**config.mk**
```make
export PLATFORM = sky130hd
export DESIGN_NAME = rob_buffer
export DESIGN_NICKNAME = d
export VERILOG_FILES = /design/src/rtl/rob_buffer.sv
export SDC_FILE = /design/constraint.sdc
export NUM_CORES = 2
export LEC_CHECK = 0
export CAP_MARGIN = 30
export CORE_UTILIZATION = 35
export DETAILED_ROUTE_END_ITERATION = 16
export SYNTH_ARGS = -nofsm -noshare
export SYNTH_HDL_FRONTEND = slang
export SYNTH_SLANG_ARGS = --single-unit
export TNS_END_PERCENT = 30
```
**constraint.sdc**
```tcl
create_clock -name clk -period 3.9 [get_ports clk]
set_clock_uncertainty 0.2 [all_clocks]
set_input_delay 0.585 -clock clk [delete_from_list [all_inputs] [get_ports clk]]
set_output_delay 0.585 -clock clk [all_outputs]
set_load 0.005 [all_outputs]
```
**src/rtl/rob_buffer.sv**
```systemverilog
// Reorder buffer: in-order allocation at tail, out-of-order writeback, in-order commit at head.
// Operand lookups see same-cycle writeback data through a bypass path.
module rob_buffer #(
    parameter int unsigned ROB_DEPTH      = 16,
    parameter int unsigned ROB_IDX_WIDTH  = 4,
    parameter int unsigned RF_ADDR_WIDTH  = 5,
    parameter int unsigned ADDR_WIDTH     = 32,
    parameter int unsigned DATA_WIDTH     = 32,
    parameter int unsigned EXC_TYPE_WIDTH = 8
) (
    input  logic                      clk,
    input  logic                      rst,
    input  logic                      flush,

    input  logic                      alloc_en,
    input  logic                      alloc_reg_write_en,
    input  logic [RF_ADDR_WIDTH-1:0]  alloc_reg_write_addr,
    input  logic [ADDR_WIDTH-1:0]     alloc_pc,
    input  logic [EXC_TYPE_WIDTH-1:0] alloc_exception_type,
    output logic [ROB_IDX_WIDTH-1:0]  alloc_idx,
    output logic                      full,
    output logic                      empty,

    input  logic                      wb_en,
    input  logic [ROB_IDX_WIDTH-1:0]  wb_idx,
    input  logic [DATA_WIDTH-1:0]     wb_data,
    input  logic [EXC_TYPE_WIDTH-1:0] wb_exception_type,

    input  logic [ROB_IDX_WIDTH-1:0]  read_idx_1,
    input  logic [ROB_IDX_WIDTH-1:0]  read_idx_2,
    output logic                      read_done_1,
    output logic                      read_done_2,
    output logic [DATA_WIDTH-1:0]     read_data_1,
    output logic [DATA_WIDTH-1:0]     read_data_2,

    input  logic                      commit_stall,
    output logic                      commit_en,
    output logic [ROB_IDX_WIDTH-1:0]  commit_idx,
    output logic                      commit_reg_write_en,
    output logic [RF_ADDR_WIDTH-1:0]  commit_reg_write_addr,
    output logic [DATA_WIDTH-1:0]     commit_data,
    output logic [ADDR_WIDTH-1:0]     commit_pc,
    output logic [EXC_TYPE_WIDTH-1:0] commit_exception_type
);

    localparam logic [ROB_IDX_WIDTH:0]   FULL_COUNT = ROB_DEPTH[ROB_IDX_WIDTH:0];
    localparam logic [ROB_IDX_WIDTH:0]   CNT_ONE    = 1;
    localparam logic [ROB_IDX_WIDTH-1:0] IDX_ONE    = 1;

    logic [ROB_DEPTH-1:0]      valid_q, valid_d;
    logic [ROB_DEPTH-1:0]      done_q, done_d;
    logic [ROB_DEPTH-1:0]      rwe_q, rwe_d;
    logic [RF_ADDR_WIDTH-1:0]  waddr_q [ROB_DEPTH];
    logic [RF_ADDR_WIDTH-1:0]  waddr_d [ROB_DEPTH];
    logic [ADDR_WIDTH-1:0]     pc_q    [ROB_DEPTH];
    logic [ADDR_WIDTH-1:0]     pc_d    [ROB_DEPTH];
    logic [DATA_WIDTH-1:0]     data_q  [ROB_DEPTH];
    logic [DATA_WIDTH-1:0]     data_d  [ROB_DEPTH];
    logic [EXC_TYPE_WIDTH-1:0] exc_q   [ROB_DEPTH];
    logic [EXC_TYPE_WIDTH-1:0] exc_d   [ROB_DEPTH];

    logic [ROB_IDX_WIDTH-1:0]  head_q, head_d;
    logic [ROB_IDX_WIDTH-1:0]  tail_q, tail_d;
    logic [ROB_IDX_WIDTH:0]    count_q, count_d;

    logic alloc_fire;
    logic wb_fire;
    logic commit_fire;

    assign full      = (count_q == FULL_COUNT);
    assign empty     = (count_q == '0);
    assign alloc_idx = tail_q;

    // A full buffer rejects allocation even if the head retires this cycle.
    assign alloc_fire  = alloc_en && !full && !flush;
    assign wb_fire     = wb_en && valid_q[wb_idx] && !flush;
    assign commit_fire = !empty && valid_q[head_q] && done_q[head_q] && !commit_stall && !flush;

    // Entry next-state; writeback is applied before the commit clear so a
    // late writeback to the retiring head cannot resurrect it.
    always_comb begin
        valid_d = valid_q;
        done_d  = done_q;
        rwe_d   = rwe_q;
        waddr_d = waddr_q;
        pc_d    = pc_q;
        data_d  = data_q;
        exc_d   = exc_q;
        if (flush) begin
            valid_d = '0;
            done_d  = '0;
        end else begin
            if (wb_fire) begin
                done_d[wb_idx] = 1'b1;
                data_d[wb_idx] = wb_data;
                exc_d[wb_idx]  = exc_q[wb_idx] | wb_exception_type;
            end
            if (commit_fire) begin
                valid_d[head_q] = 1'b0;
                done_d[head_q]  = 1'b0;
            end
            if (alloc_fire) begin
                valid_d[tail_q] = 1'b1;
                done_d[tail_q]  = 1'b0;
                rwe_d[tail_q]   = alloc_reg_write_en;
                waddr_d[tail_q] = alloc_reg_write_addr;
                pc_d[tail_q]    = alloc_pc;
                data_d[tail_q]  = '0;
                exc_d[tail_q]   = alloc_exception_type;
            end
        end
    end

    always_comb begin
        head_d  = head_q;
        tail_d  = tail_q;
        count_d = count_q;
        if (flush) begin
            head_d  = '0;
            tail_d  = '0;
            count_d = '0;
        end else begin
            if (alloc_fire) begin
                tail_d = tail_q + IDX_ONE;
            end
            if (commit_fire) begin
                head_d = head_q + IDX_ONE;
            end
            if (alloc_fire && !commit_fire) begin
                count_d = count_q + CNT_ONE;
            end else if (commit_fire && !alloc_fire) begin
                count_d = count_q - CNT_ONE;
            end
        end
    end

    always_ff @(posedge clk or negedge rst) begin
        if (!rst) begin
            valid_q <= '0;
            done_q  <= '0;
            rwe_q   <= '0;
            for (int i = 0; i < int'(ROB_DEPTH); i++) begin
                waddr_q[i] <= '0;
                pc_q[i]    <= '0;
                data_q[i]  <= '0;
                exc_q[i]   <= '0;
            end
            head_q  <= '0;
            tail_q  <= '0;
            count_q <= '0;
        end else begin
            valid_q <= valid_d;
            done_q  <= done_d;
            rwe_q   <= rwe_d;
            waddr_q <= waddr_d;
            pc_q    <= pc_d;
            data_q  <= data_d;
            exc_q   <= exc_d;
            head_q  <= head_d;
            tail_q  <= tail_d;
            count_q <= count_d;
        end
    end

    // Operand lookup with same-cycle writeback bypass.
    always_comb begin
        read_done_1 = 1'b0;
        read_data_1 = '0;
        if (wb_fire && (wb_idx == read_idx_1)) begin
            read_done_1 = 1'b1;
            read_data_1 = wb_data;
        end else if (valid_q[read_idx_1] && done_q[read_idx_1]) begin
            read_done_1 = 1'b1;
            read_data_1 = data_q[read_idx_1];
        end
    end

    always_comb begin
        read_done_2 = 1'b0;
        read_data_2 = '0;
        if (wb_fire && (wb_idx == read_idx_2)) begin
            read_done_2 = 1'b1;
            read_data_2 = wb_data;
        end else if (valid_q[read_idx_2] && done_q[read_idx_2]) begin
            read_done_2 = 1'b1;
            read_data_2 = data_q[read_idx_2];
        end
    end

    assign commit_en             = commit_fire;
    assign commit_idx            = head_q;
    assign commit_reg_write_en   = rwe_q[head_q];
    assign commit_reg_write_addr = waddr_q[head_q];
    assign commit_data           = data_q[head_q];
    assign commit_pc             = pc_q[head_q];
    assign commit_exception_type = exc_q[head_q];

endmodule

```
==> results.md <==
- Cell internal pwr: 24.1 mW
- End of the worst register-to-register path: count_q[4]
- Syn_nets: 7,148
- Placed cell count: 9,508
- Max_cap viols: 0
- Clk buf depth: 3
- Die H: 452 microns
- Post-route ant nets: 0
- CP Capture Point: read_data_1[5]
- Core box area: 200,000 sq um
- Number of synthesized flops with an enable pin: 0
- Combinational fraction of design power: 0.109
- Vias in the first global route: 60.3k
- FP Rows: 164
- Fin cells: 9,968
- Area grow syn2layout: 21.0%
- Final count of negative-setup-slack endpoints: 67
- Layout cell share with drive strength beyond 1: 0.236
- Fill cells: 18.6k
- Drt total wl: between 200 and 300 mm
- Total gr overflow: 0
- Initial drt markers: 8,043
- Worst slew pin tran: about 1000 ps
- Final HPWL DP: 165 mm
- Initial antenna violation count: 21
- RSZ-0062 raised after global routing: true
- Max Clk Rate: 246 MHz
- Skew-Pair Late Insertion Delay: 820 ps
- Cell Area, Synth: 70,800 sq um
- Initial Utilization: 0.353
- Leakage: 38.0 nW
- DR WL/cell: 29.7 microns
- Die width: 452 microns
- GPL Wtd Cong: 0.903
- Clock root buffer: clkbuf_16
- H-Tree Depth: 4
- TritonCTS clock tree: done
- CP arrival: approximately 3300 ps
- Pwr Density: 383 nW/um^2
- Final Cycle Share: 1.04
- Origin of the critical flop-to-flop path: commit_idx[0]
- Outcome: complete, but fails checks
- WS Path Type: reg -> out
- Number of DRC violations after detailed routing: 0
- Peak VDD IR: 0.357 mV
- Synth Area per Inst: a little over 10 sq um
- NetSw: around 8.7 mW
- Net Sw Frac: 0.266
- Cells after synthesis: around 7k
- Inserted Clock Buffers: 149
- Synth async-reset ratio: 1.00
- I/O Pins: 259
- Critical Path RT: 3120 ps
- Largest net degree at the start of global routing: 142
- DP Worst Slack: -272 ps
- Vias: 60.4k
- Yosys warns: 0
- Crit end category: output port
- Total track usage: 0.288
- Worst setup startpoint: valid_q[6]
- Router iterations before antenna repair: 6
- R2R Setup Slk: 110 ps
- Min cycle time layout: 4070 ps
- Setup TNS Final: -4170 ps
- Clock sink total: 1,293
- Port bufs: 258
- Sequential share of power: 0.450
- Max-slew headroom: 0.312
- Worst-path clk slew: around 60 ps
- Final hold viol count: 0
- Slew Viols, Final: 0
- Worst setup margin: -169 ps
- Post-synth cell types: 57
- FF-to-FF path depth: 13
- Clk pwr share: 0.441
- DIE AREA: 204,000 sq um
- Via/cell ratio: 6.06
- Main synth FF type: dfrtp_1
- Crit path launch type: flip-flop
- Fin nets: 7,302
- Max FO, Critical Path: 4
- Worst min-delay path class: in -> async
- Sequential share of the synthesized area: 0.457
- Register bit total from synthesis: ~1.3k
- First-pass GRT wire length: 430 mm
- Failing checks: negative setup slack
registers in the layout (all words and copies together), names as in the netlist:
| register | cells |
|---|---|
| count_q | 5 |
| pc_q | 512 |
| waddr_q | 80 |
| done_q | 16 |
| alloc_idx | 4 |
| data_q | 512 |
| valid_q | 16 |
| commit_idx | 4 |
| rwe_q | 16 |
| exc_q | 128 |
worst min path at each step:
stage | start | to | slack, ps | cells after the start
finish | rst | waddr_q[45] | 130 | 2
floorplan | rst | alloc_idx[0] | 90 | 0
CTS | rst | rwe_q[6] | 120 | 2
global route | rst | waddr_q[45] | 140 | 2
global placement | pc_q[259] | pc_q[259] | 250 | 2
detailed placement | pc_q[57] | pc_q[57] | 260 | 2
layout make-up:
class	instances	area, sq um	area share
Antenna cell	9	22.5	0.000263
Clock buffer	219	4420	0.0516
Clock inverter	50	583	0.00680
Inverter	37	139	0.00162
Multi-Input combinational cell	4973	35800	0.418
Sequential cell	1293	32400	0.378
Tap cell	2656	3320	0.0388
Timing Repair Buffer	731	9000	0.105
metal layers:
metal / global-route usage / vias to the layer above / wire, microns
li1: - / 24500 / -
met3: 0.0820 / 1080 / 35500
met2: 0.440 / 4276 / 133000
met5: 0 / - / 163
met4: 0.186 / 22 / 22100
met1: 0.358 / 30500 / 104000
through the flow:
| step | hold WS (ps) | area, sq um | total power, mW | util |
|---|---|---|---|---|
| final | 132 | 85700 | 32.8 | 0.427 |
| after global routing | 135 | 85700 | 33.8 | 0.427 |
| after CTS | 118 | 85600 | 32.9 | 0.427 |
| after detailed placement | 258 | 78000 | 18.6 | 0.389 |
| after global placement | 252 | 77900 | 18.5 | 0.389 |
| after floorplan | 89.4 | 70800 | 16.8 | - |
critical path, cell delays in order (launching register included):
cell and delay, ps:
dfrtp_1 440, mux4_2 500, mux4_2 550, nand3_4 170, buf_12 160, buf_12 130, buf_8 110, buf_6 90
nand3b_1 90, o21ai_1 90, buf_2 120
cell usage in the layout, fill, tap and decap left out, types with 96 or more instances in the layout:
master,Yosys,routed
clkbuf_16,0,152
buf_4,1,199
mux4_2,771,771
buf_12,0,147
o22ai_1,128,128
dfrtp_1,1293,1289
nor2_1,171,159
nand2_1,2904,2874
a21oi_1,518,517
o21ai_0,178,144
clkdlybuf4s50_1,0,101
buf_2,50,96
kinds of logic (layout without fill, tap and decap cells):
group / Yosys count / after routing / synth area share
adders and majority gates: 13 / 13 / 0.00240
and+or+nand+nor: 3291 / 3291 / 0.184
AOI/OAI and AO/OA: 875 / 875 / 0.0652
buffers and inverters: 765 / 1037 / 0.0432
DFF: 1293 / 1293 / 0.457
xor gates and xnor gates: 16 / 16 / 0.00198
other: 0 / 9 / 0
muxes: 778 / 778 / 0.246
power by group through the flow:
| stage | Clock [mW] | Sequential, mW | Combinational [mW] |
|---|---|---|---|
| after floorplan | 0 | 14.8 | 2.00 |
| after global placement | 0 | 14.9 | 3.56 |
| after detailed placement | 0 | 15.0 | 3.64 |
| after CTS | 14.6 | 14.8 | 3.55 |
| after global routing | 15.1 | 14.9 | 3.87 |
| final | 14.5 | 14.8 | 3.58 |
repair_timing:
| action | in CTS | in global routing |
|---|---|---|
| pin swaps | 5 | 6 |
| hold buffers | 2 | 0 |
| setup buffers | 127 | 13 |
| endpoints found under the setup margin | 145 | 127 |
| gates resized for setup | 640 | 128 |
| endpoints found under the hold margin | 385 | 0 |
| gates cloned | 45 | 1 |
cell usage after synthesis, drive strengths merged, types with 5 or more instances:
library cell	n	area share
o21ai	205	0.015
nor2	171	0.0091
a21oi	518	0.037
nand3	11	0.00092
buf	225	0.015
dfrtp	1293	0.46
nand2b	18	0.0016
or2	8	0.00071
ha	12	0.0021
and3	11	0.00097
nand2	2904	0.15
nand4	5	0.00044
nor3	11	0.00094
and2	19	0.0017
inv	37	0.0020
nor4	14	0.0014
o22ai	128	0.011
mux4	771	0.25
nand3b	65	0.0069
clkbuf	503	0.027
mux2i	6	0.00085
nor2b	39	0.0034
xor2	13	0.0016
(Power assumes the default switching activity.)
